## src/rtl/multdiv_seq.sv

```systemverilog
// Iterative signed 32-bit multiply/divide sequencer.
// One shared 34-bit adder serves both shift-add MULT and restoring DIV.
module multdiv_seq (
    input  logic        clock,
    input  logic        reset,
    input  logic [31:0] data_operandA,
    input  logic [31:0] data_operandB,
    input  logic        ctrl_MULT,
    input  logic        ctrl_DIV,
    output logic [31:0] data_result,
    output logic        data_exception,
    output logic        data_resultRDY,
    output logic        busy
);

    typedef enum logic [1:0] {IDLE, RUN, FIX, DONE} state_e;

    state_e      state_q;
    logic        div_q;
    logic        neg_q;
    logic [4:0]  cnt_q;
    logic [31:0] m_q;
    logic [63:0] acc_q;
    logic [63:0] acc_d;
    logic [31:0] res_q;
    logic        exc_q;
    logic        rdy_q;
    logic        busy_q;

    logic        start;
    logic        start_div;
    logic [31:0] abs_a;
    logic [31:0] abs_b;
    logic [33:0] add_x;
    logic [33:0] add_y;
    logic        add_ci;
    logic [33:0] sum;
    logic [63:0] prod_s;
    logic [31:0] quot_s;
    logic [31:0] res_d;
    logic        exc_d;

    assign start     = ctrl_MULT | ctrl_DIV;
    assign start_div = ~ctrl_MULT;
    assign abs_a     = data_operandA[31] ? (32'd0 - data_operandA) : data_operandA;
    assign abs_b     = data_operandB[31] ? (32'd0 - data_operandB) : data_operandB;

    // DIV subtracts the divisor from the shifted partial remainder;
    // MULT adds the multiplicand to the high half when the low bit is set.
    always_comb begin
        add_x  = 34'd0;
        add_y  = 34'd0;
        add_ci = 1'b0;
        if (div_q) begin
            add_x  = {1'b0, acc_q[63:31]};
            add_y  = {2'b11, ~m_q};
            add_ci = 1'b1;
        end else begin
            add_x  = {2'b00, acc_q[63:32]};
            add_y  = {2'b00, (acc_q[0] ? m_q : 32'd0)};
        end
    end

    assign sum = add_x + add_y + {33'd0, add_ci};

    always_comb begin
        acc_d = acc_q;
        if (div_q) begin
            if (!sum[33])
                acc_d = {sum[31:0], acc_q[30:0], 1'b1};
            else
                acc_d = {acc_q[62:0], 1'b0};
        end else begin
            acc_d = {sum[32:0], acc_q[31:1]};
        end
    end

    assign prod_s = neg_q ? (64'd0 - acc_q) : acc_q;
    assign quot_s = neg_q ? (32'd0 - acc_q[31:0]) : acc_q[31:0];

    // A positive quotient with bit 31 set only arises from 0x80000000 / -1.
    always_comb begin
        res_d = 32'd0;
        exc_d = 1'b0;
        if (div_q) begin
            if (m_q == 32'd0) begin
                res_d = 32'd0;
                exc_d = 1'b1;
            end else begin
                res_d = quot_s;
                exc_d = ~neg_q & acc_q[31];
            end
        end else begin
            res_d = prod_s[31:0];
            exc_d = (prod_s[63:32] != {32{prod_s[31]}});
        end
    end

    always_ff @(posedge clock) begin
        if (reset) begin
            state_q <= IDLE;
            div_q   <= 1'b0;
            neg_q   <= 1'b0;
            cnt_q   <= 5'd0;
            m_q     <= 32'd0;
            acc_q   <= 64'd0;
            res_q   <= 32'd0;
            exc_q   <= 1'b0;
            rdy_q   <= 1'b0;
            busy_q  <= 1'b0;
        end else begin
            case (state_q)
                IDLE, DONE: begin
                    rdy_q <= 1'b0;
                    if (start) begin
                        state_q <= RUN;
                        busy_q  <= 1'b1;
                        div_q   <= start_div;
                        neg_q   <= data_operandA[31] ^ data_operandB[31];
                        cnt_q   <= 5'd0;
                        m_q     <= start_div ? abs_b : abs_a;
                        acc_q   <= {32'd0, (start_div ? abs_a : abs_b)};
                    end else begin
                        state_q <= IDLE;
                        busy_q  <= 1'b0;
                    end
                end
                RUN: begin
                    acc_q <= acc_d;
                    cnt_q <= cnt_q + 5'd1;
                    if (cnt_q == 5'd31)
                        state_q <= FIX;
                end
                FIX: begin
                    res_q   <= res_d;
                    exc_q   <= exc_d;
                    rdy_q   <= 1'b1;
                    busy_q  <= 1'b0;
                    state_q <= DONE;
                end
                default: state_q <= IDLE;
            endcase
        end
    end

    assign data_result    = res_q;
    assign data_exception = exc_q;
    assign data_resultRDY = rdy_q;
    assign busy           = busy_q;

endmodule

```

## config.mk

```make
export PLATFORM = sky130hd
export DESIGN_NAME = multdiv_seq
export DESIGN_NICKNAME = d
export VERILOG_FILES = /design/src/rtl/multdiv_seq.sv
export SDC_FILE = /design/constraint.sdc
export NUM_CORES = 1
export LEC_CHECK = 0
export CORE_MARGIN = 2
export CORE_UTILIZATION = 40
export CTS_CLUSTER_DIAMETER = 60
export DETAILED_ROUTE_END_ITERATION = 10
export PLACE_DENSITY = 0.62
export SLEW_MARGIN = 40
export SYNTH_ARGS = -nofsm -noshare
export SYNTH_HDL_FRONTEND = slang
export SYNTH_SLANG_ARGS = --single-unit
export TNS_END_PERCENT = 5
```

## constraint.sdc

```tcl
create_clock -name clock -period 7.4 [get_ports clock]
set_input_delay 1.85 -clock clock [delete_from_list [all_inputs] [get_ports clock]]
set_output_delay 1.85 -clock clock [all_outputs]
set_load 0.01 [all_outputs]
```

* Yosys cells after proc, flatten, opt, wreduce, memory -nomap -nowiden
Cells that the tools add are included.
Operators by class: bitwise gates (word level) 6, reductions and logical operators 7, eq/ne operators 7, $add $sub $neg 7, multiplexer cells 26
Operators by type and width (count):
- $mux W32 | 8
- $mux W64 | 4
- $pmux W64 S2 | 1
- $sub A1 B32 Y32 const A | 3
- $sub A1 B64 Y64 const A | 1
- $add A34 B1 Y34 | 1
- $add A34 B34 Y34 | 1
- $mux W34 | 1
- $mux W33 | 1
- $logic_not A32 Y1 | 1
- $ne A32 B32 Y1 | 1
- $not A32 Y32 | 1
- $pmux W5 S2 | 1
- $pmux W2 S3 | 1
- $add A5 B1 Y5 const B | 1
- $eq A5 B5 Y1 const B | 1
- $mux W1 | 5
- $mux W5 | 1
- $eq A2 B2 Y1 const B | 2
- $ne A2 B2 Y1 const B | 2
- $pmux W1 S2 | 2
- $reduce_and A2 Y1 | 2
- $reduce_bool A2 Y1 | 2
- $eq A2 B1 Y1 const B | 1
- other kinds (7) | 8
Word-level totals: input bits 68, output and inout port bits 35, word-level logic and storage cells 63, flip-flop bits (word level) 140

* Longest topological paths before layout
Gate-level depths: netlist of run 1.
word-level depth 7, depth in mapped cells 20, depth with buffers taken out 16

* Worst setup path after synthesis of run 1
OpenSTA, ideal clock, no wires.
path kind flip-flop to flip-flop, from register div_q, to register acc_q[52], data required time 7.272 ns, slack 2.847 ns, library setup time 0.128 ns, data arrival time 4.425 ns, cell stages (with the launch flop) 18, path through dfxtp_1 -> clkbuf_1 -> clkbuf_1 -> buf_1 -> mux2_2 -> ha_1 -> clkbuf_1 -> a21o_1 -> a21o_1 -> a211oi_1 -> o22ai_1 -> nor2_1 -> o31ai_1 -> nor3_1 -> clkbuf_1 -> mux2_2 -> a222oi_1 -> nor2_1
Between the ends: word-level cells in the longest chain between the ends 6, elaborated cells between the ends (all ways) 8, classes of those cells add/sub: 2; mux: 6
RTL lines:
- from (decl) | RTL line 19 | logic div_q;
- from (signal assigned) | RTL line 118 | div_q <= start_div;
- $mux W33 / $mux W34 (equally long branches) | RTL line 54 | if (div_q) begin
- $add A34 B34 Y34 | RTL line 64 | assign sum = add_x + add_y + {33'd0, add_ci};
- $add A34 B1 Y34 | RTL line 64
- $mux W64 | RTL line 69 | if (!sum[33])
- $mux W64 (*) | RTL line 68 | if (div_q) begin
- $pmux W64 S2 (*) | RTL line 112 | case (state_q)
- to (signal assigned) | RTL line 122 | acc_q <= {32'd0, (start_div ? abs_a : abs_b)};
- to (decl) | RTL line 23 | logic [63:0] acc_q;
Every way passes the cells marked *; elsewhere a longest branch is shown, timed or not. A chain may end at the register's enable or synchronous reset.

* Worst setup path in the final report of run 1
from register div_q, to register acc_q[33]
The elaborated chain is that of the path after synthesis.

==> results of run 1 <==
[how the worst max path moves through the flow]
stage | endpoint | from | slack, ns | cells after the start
CTS | acc_q[33] | div_q | 1.96 | 15
global route | acc_q[33] | div_q | 1.66 | 15
detailed placement | acc_q[33] | div_q | 2.01 | 15
finish | acc_q[33] | div_q | 2.07 | 15
floorplan | acc_q[52] | div_q | 2.85 | 17
global placement | acc_q[31] | data_operandA[3] | 2.12 | 10
[registers in the layout (all words and copies together), names as in the netlist]
signal and count:
data_resultRDY 1, m_q 32, neg_q 1, cnt_q 5, state_q 2, div_q 1
data_result 32, busy 1, acc_q 64, data_exception 1
[metal layers]
metal	global-route usage	up-vias	routed length (microns)
met4	0.0555	0	609
met2	0.355	435	17200
met1	0.349	5971	19400
li1	-	6287	-
met5	0	-	0
met3	0.0329	39	2510
[area by class of cell]
cell class,count,share of cell area
Timing Repair Buffer,120,0.0801
Sequential cell,140,0.197
Clock inverter,15,0.0133
Multi-Input combinational cell,1411,0.636
Inverter,31,0.00818
Tap cell,396,0.0348
Clock buffer,17,0.0299
[critical path, stage by stage (launching register included)]
cell,delay [ns]
dfxtp_4,0.61
clkinv_1,0.54
buf_4,0.46
o21ai_0,0.40
ha_1,0.30
nor2b_1,0.14
o2111a_1,0.24
o21ai_0,0.28
nand4_1,0.28
nor3_1,0.27
o31ai_1,0.18
nor3_4,0.43
buf_4,0.48
mux2i_1,0.24
nand2_1,0.07
a32o_1,0.27
[kinds of logic (layout without fill, tap and decap cells)]
| logic type | after synthesis | in the layout | share of synthesized area |
|---|---|---|---|
| AOI/OAI and AO/OA | 518 | 518 | 0.264 |
| xor gates and xnor gates | 138 | 138 | 0.0970 |
| adders and majority gates | 42 | 42 | 0.0434 |
| buffers and inverters | 175 | 183 | 0.0537 |
| DFF | 140 | 140 | 0.225 |
| muxes | 99 | 99 | 0.0844 |
| and+or+nand+nor | 614 | 614 | 0.232 |
[stage by stage]
stage / cells / util / area [sq um] / worst slack, ns / hold slack, ns
finish: 2130 / 0.464 / 14200 / 2.07 / 0.458
global route: 2130 / 0.464 / 14200 / 1.66 / 0.495
CTS: 2130 / 0.463 / 14200 / 1.96 / 0.461
detailed placement: 2098 / 0.443 / 13600 / 2.01 / 0.449
global placement: 2098 / 0.444 / 13600 / 2.12 / 0.442
floorplan: 1726 / - / 12500 / 2.85 / 0.436
[cell usage after synthesis (all sizes together), types with 6 or more instances]
cell / n / area share
a31oi: 10 / 0.0050
a211oi: 55 / 0.033
xnor2: 58 / 0.041
nor3: 49 / 0.020
ha: 40 / 0.040
nand2b: 13 / 0.0065
a32oi: 6 / 0.0042
nor2b: 9 / 0.0045
a21oi: 137 / 0.055
a21o: 28 / 0.017
or3: 9 / 0.0045
mux2i: 50 / 0.040
buf: 17 / 0.0060
nor4: 20 / 0.012
or4: 26 / 0.017
a211o: 6 / 0.0042
o41ai: 18 / 0.014
o31ai: 37 / 0.022
mux2: 49 / 0.044
dfxtp: 140 / 0.22
xor2: 80 / 0.056
and2: 10 / 0.0050
o211ai: 22 / 0.013
or2: 6 / 0.0030
nand4: 18 / 0.0090
nand2: 165 / 0.050
nand3: 61 / 0.025
clkbuf: 127 / 0.038
nor2: 211 / 0.064
o21ai: 143 / 0.057
inv: 29 / 0.0087
[power by group]
part	leakage [nW]	internal, mW	switching (mW)
logic	4.05	0.985	1.56
clock network	0.299	0.462	0.420
registers	1.15	0.960	0.359
==> summary.md, run 1 <==
| Metric | Value |
|---|---|
| Clk buf depth | `2` |
| Total grt overflow | `0` |
| Starting Density | `0.406` |
| Syn_nets | `1836` |
| WHS Path Cells | `2` |
| Pleak | `between 5 and 6 nW` |
| TritonCTS Buffers | `17` |
| Setup violations, final | `0` |
| Number of diodes | `0` |
| Register area share after synthesis | `0.225` |
| Port Buffers | `just over 100` |
| Global-route wire length before repair | `a little over 60000 microns` |
| Max_cap viols | `0` |
| Slew @ Worst Pin | `about 0.7 ns` |
| Setup Buffers After CTS | `0` |
| Synthesis-stage register bit count | `140` |
| Initial antenna violation count | `0` |
| Post-Syn Instances | `between 1500 and 2000` |
| Clk slew on worst S/H paths | `0.07 ns` |
| Core Box Area | `30700 sq um` |
| CTS tree | `built` |
| DR vias/cell | `~6` |
| Total power | `about 4.7 mW` |
| Wire per inst | `between 15 and 20 microns` |
| Nature of the critical path startpoint | `flip-flop` |
| Top Ports | `103` |
| Hold Vio Cnt, Final | `0` |
| Nets | `roughly 1800` |
| Register area | `about 2800 sq um` |
| Clock Sinks | `140` |
| Yosys warnings | `0` |
| Hold_buf cts | `0` |
| TritonRoute pass-1 iters | `6` |
| CTS HTree Levels | `4` |
| Chip width | `about 180 microns` |
| RR Endpoint | `acc_q[33]` |
| Crit Path Class | `flip-flop to flip-flop` |
| Synth-to-Final Area Change | `14.1%` |
| PD cells | `334 nW/um^2` |
| DRC | `0` |
| Die height | `181 microns` |
| Layout cells sized above 1 | `0.0790` |
| R2R cell count | `15` |
| Detail Route Antenna Nets | `0` |
| Achievable Freq | `~0.19 GHz` |
| Final-layout fill cell count | `about 3100` |
| Vias in the first global route | `approximately 11000` |
| Site row count | `64` |
| Drt initial violations | `approximately 1200` |
| Area of the multi-input gates | `9050 sq um` |
| Largest net degree at the start of global routing | `a little over 70` |
| Relative slew slack | `0.529` |
| Status | `finished, final reports clean` |
| Root Buffer | `clkbuf_16` |
| Syn Area/Cell | `just over 7 sq um` |
| Worst r2r src | `div_q` |
| Worst hold start | `cnt_q[4]` |
| Via Count | `roughly 13000` |
| Synth cell types | `between 70 and 80` |
| Commonest non-fill, non-tap cell in the layout | `nor2_1` |
| Setup TNS | `0 ns` |
| Maximum VDD drop | `around 0.22 mV` |
| Commonest non-fill, non-tap cells in the layout | `210 x nor2_1, 165 x nand2_1, 139 x o21ai_0` |
| CP Max Fanout | `55` |
| Routability Congestion | `~0.9` |
| Worst min-delay path class | `flip-flop to flip-flop` |
| DP Wirelength | `about 30000 microns` |
| Die footprint | `approximately 33000 sq um` |
| WHS Endpoint | `cnt_q[4]` |
| Syn Std Cell Area | `~12000 sq um` |
| Worst EP required | `7.72 ns` |
| Clock Latency Late Sink | `0.44 ns` |
| Number of synthesized flops with an enable pin | `0` |
| Post-cts sizing count | `0` |
| RSZ-0062 raised after global routing | `no` |
| FF-to-FF setup slack | `2.07 ns` |
| Most used DFF post-synth | `dfxtp_1` |
| Final period util | `0.720` |
| Critical Path Sink Type | `flip-flop` |
| Clock skew | `between 0.015 and 0.02 ns` |
| Crit path DAT | `5.65 ns` |
| Async SR Flop Fraction | `0` |
| Global Route Usage Sum | `0.235` |
| Final Critical Period | `between 5 and 6 ns` |
| Routed WL | `39700 microns` |
| Max-slew violations | `0` |
(Power assumes the default switching activity.)
==> run 2: changes to the inputs <==
clock period = 5.23 ns   (was 7.4 ns; I/O delays follow)
==> summary.md, run 2 (synthesis gave the netlist of run 1 again) <==
| Metric | Value |
|---|---|
| Number of diodes | `0 (unchanged)` |
| Wire per inst | `18.6 microns (was 18.7 microns)` |
| Nets | `1842 (was 1831)` |
| Vias in the first global route | `11291 (was 11153)` |
| Dpl cell area | `13700 sq um (was 13600 sq um)` |
| Pre-CTS setup slack | `0.541 ns (was 2.01 ns)` |
| Top Ports | `103 (unchanged)` |
| Worst min-delay path class | `flip-flop to flip-flop (unchanged)` |
| CTS HTree Levels | `4 (unchanged)` |
| Setup TNS | `0 ns (unchanged)` |
| Max-slew violations | `0 (unchanged)` |
| Total grt overflow | `0 (unchanged)` |
| Pleak | `5.55 nW (was 5.49 nW)` |
| Switch Pwr | `3.32 mW (was 2.34 mW)` |
| CTS tree | `built (unchanged)` |
| DR vias/cell | `5.94 (was 5.98)` |
| Drt initial violations | `1361 (was 1175)` |
| Global-route wire length before repair | `63400 microns (was 61900 microns)` |
| Via Count | `12716 (was 12732)` |
| Final-layout fill cell count | `3054 (was 3084)` |
| TritonRoute pass-1 iters | `5 (was 6)` |
| Clk slew on worst S/H paths | `0.07 ns (about the same)` |
| Initial antenna violation count | `2 (was 0)` |
| DP Wirelength | `30200 microns (was 30100 microns)` |
| Final period util | `0.841 (was 0.720)` |
| Int Pwr | `3.43 mW (was 2.41 mW)` |
| Crit path DAT | `4.72 ns (was 5.65 ns)` |
| Worst EP required | `5.55 ns (was 7.72 ns)` |
| Global Route Usage Sum | `0.239 (was 0.235)` |
| Routability Congestion | `0.919 (was 0.918)` |
| Starting Density | `0.406 (unchanged)` |
| Max FFs per register | `64 (unchanged)` |
| Commonest non-fill, non-tap cell in the layout | `nor2_1 (unchanged)` |
| Crit Path Class | `flip-flop to flip-flop (unchanged)` |
| Die footprint | `32600 sq um (unchanged)` |
| Clock Sinks | `140 (unchanged)` |
| TritonCTS Buffers | `17 (unchanged)` |
| Chip width | `181 microns (unchanged)` |
| Hold Vio Cnt, Final | `0 (unchanged)` |
| Root Buffer | `clkbuf_16 (unchanged)` |
| Sw frac | `0.492 (was 0.493)` |
| Clock skew | `0.0122 ns (was 0.0176 ns)` |
| Hold_ws | `0.461 ns (was 0.458 ns)` |
| CP Max Fanout | `40 (was 55)` |
| Critical Path Sink Type | `flip-flop (unchanged)` |
| Setup violations, final | `0 (unchanged)` |
| Die height | `181 microns (unchanged)` |
| Fin area | `14300 sq um (was 14200 sq um)` |
| Core Box Area | `30700 sq um (unchanged)` |
| DRC | `0 (unchanged)` |
| Final Util | `0.467 (was 0.464)` |
| PD cells | `472 nW/um^2 (was 334 nW/um^2)` |
| Achievable Freq | `0.227 GHz (was 0.188 GHz)` |
| Detail Route Antenna Nets | `0 (unchanged)` |
| Synth-to-Final Area Change | `14.9% (was 14.1%)` |
| RSZ-0062 raised after global routing | `no (unchanged)` |
| Slew @ Worst Pin | `0.701 ns (was 0.707 ns)` |
| Post-cts sizing count | `0 (unchanged)` |
| Port Buffers | `102 (unchanged)` |
| Flop pwr share | `0.271 (was 0.278)` |
| Clock Latency Late Sink | `0.44 ns (about the same)` |
| Clk buf depth | `2 (unchanged)` |
| Status | `finished, final reports clean (unchanged)` |
| Comb power frac | `0.543 (was 0.536)` |
| Maximum VDD drop | `0.276 mV (was 0.221 mV)` |
| Setup Buffers After CTS | `0 (unchanged)` |
| Largest net degree at the start of global routing | `89 (was 71)` |
| Layout cells sized above 1 | `0.0837 (was 0.0790)` |
| Max_cap viols | `0 (unchanged)` |
| Hold_buf cts | `0 (unchanged)` |
| Final worst setup slack | `0.831 ns (was 2.07 ns)` |
| Clock power share | `0.186 (about the same)` |
| Routed WL | `39900 microns (was 39700 microns)` |
| Relative slew slack | `0.530 (was 0.529)` |
| Final Critical Period | `4.40 ns (was 5.33 ns)` |
| Commonest non-fill, non-tap cells in the layout | `210 x nor2_1, 165 x nand2_1, 139 x o21ai_0 (unchanged)` |
| Site row count | `64 (unchanged)` |
| Register name with the most flops | `acc_q (unchanged)` |
| Nature of the critical path startpoint | `flip-flop (unchanged)` |
==> run 2: changes by cell type in the layout (fill, tap and decap cells not counted), sizes merged <==
| cell | before | now |
|---|---|---|
| buf | 22 | 32 |
| clkdlybuf4s50 | 98 | 99 |
==> run 2: layer usage <==
metal	global-route usage	vias to the layer above	routed length [microns]	share of wire
met3	0.0309	56	2530	0.063
li1	-	6303	-	-
met1	0.364	5922	19600	0.49
met5	0	-	13	0.00033
met2	0.349	433	17000	0.43
met4	0.0677	2	840	0.021
==> run 2: critical path, cell delays in order, from the launching register on <==
cell,delay (ns)
dfxtp_4,0.48
buf_4,0.31
buf_4,0.37
mux2_2,0.40
ha_1,0.37
a21o_1,0.20
a21o_1,0.17
a21oi_1,0.27
nand2_1,0.12
nor3_1,0.20
o31ai_1,0.17
nor3_2,0.20
buf_12,0.27
mux2_2,0.36
a222oi_1,0.26
nor2_1,0.08
==> run 2: cell type report <==
| class | count | area (sq um) | area share |
|---|---|---|---|
| Multi-Input combinational cell | 1411 | 9040 | 0.632 |
| Sequential cell | 140 | 2810 | 0.196 |
| Timing Repair Buffer | 131 | 1240 | 0.0868 |
| Tap cell | 396 | 495 | 0.0346 |
| Clock buffer | 17 | 425 | 0.0297 |
| Clock inverter | 15 | 189 | 0.0132 |
| Inverter | 31 | 116 | 0.00813 |
==> run 2: final timing paths <==
kind                    end  slack (ns)  depth (start not counted)  startpoint
setup reg to reg  acc_q[52]        0.83                         15       div_q
hold reg to reg    cnt_q[4]        0.46                          2    cnt_q[4]
setup / recovery  acc_q[52]        0.83                         15       div_q
hold / removal     cnt_q[4]        0.46                          2    cnt_q[4]
==> run 2: metrics by stage <==
stage               instances  power [mW]
detailed placement       2109        5.46
floorplan                1726        4.32
CTS                      2141        6.72
global route             2141        7.24
global placement         2109        5.40
finish                   2141        6.75
==> run 2: power groups by stage <==
stage,combinational [mW],clock (mW),sequential (mW)
floorplan,2.71,0,1.61
global placement,3.57,0,1.83
detailed placement,3.62,0,1.84
CTS,3.63,1.27,1.82
global route,4.03,1.32,1.89
finish,3.66,1.26,1.83
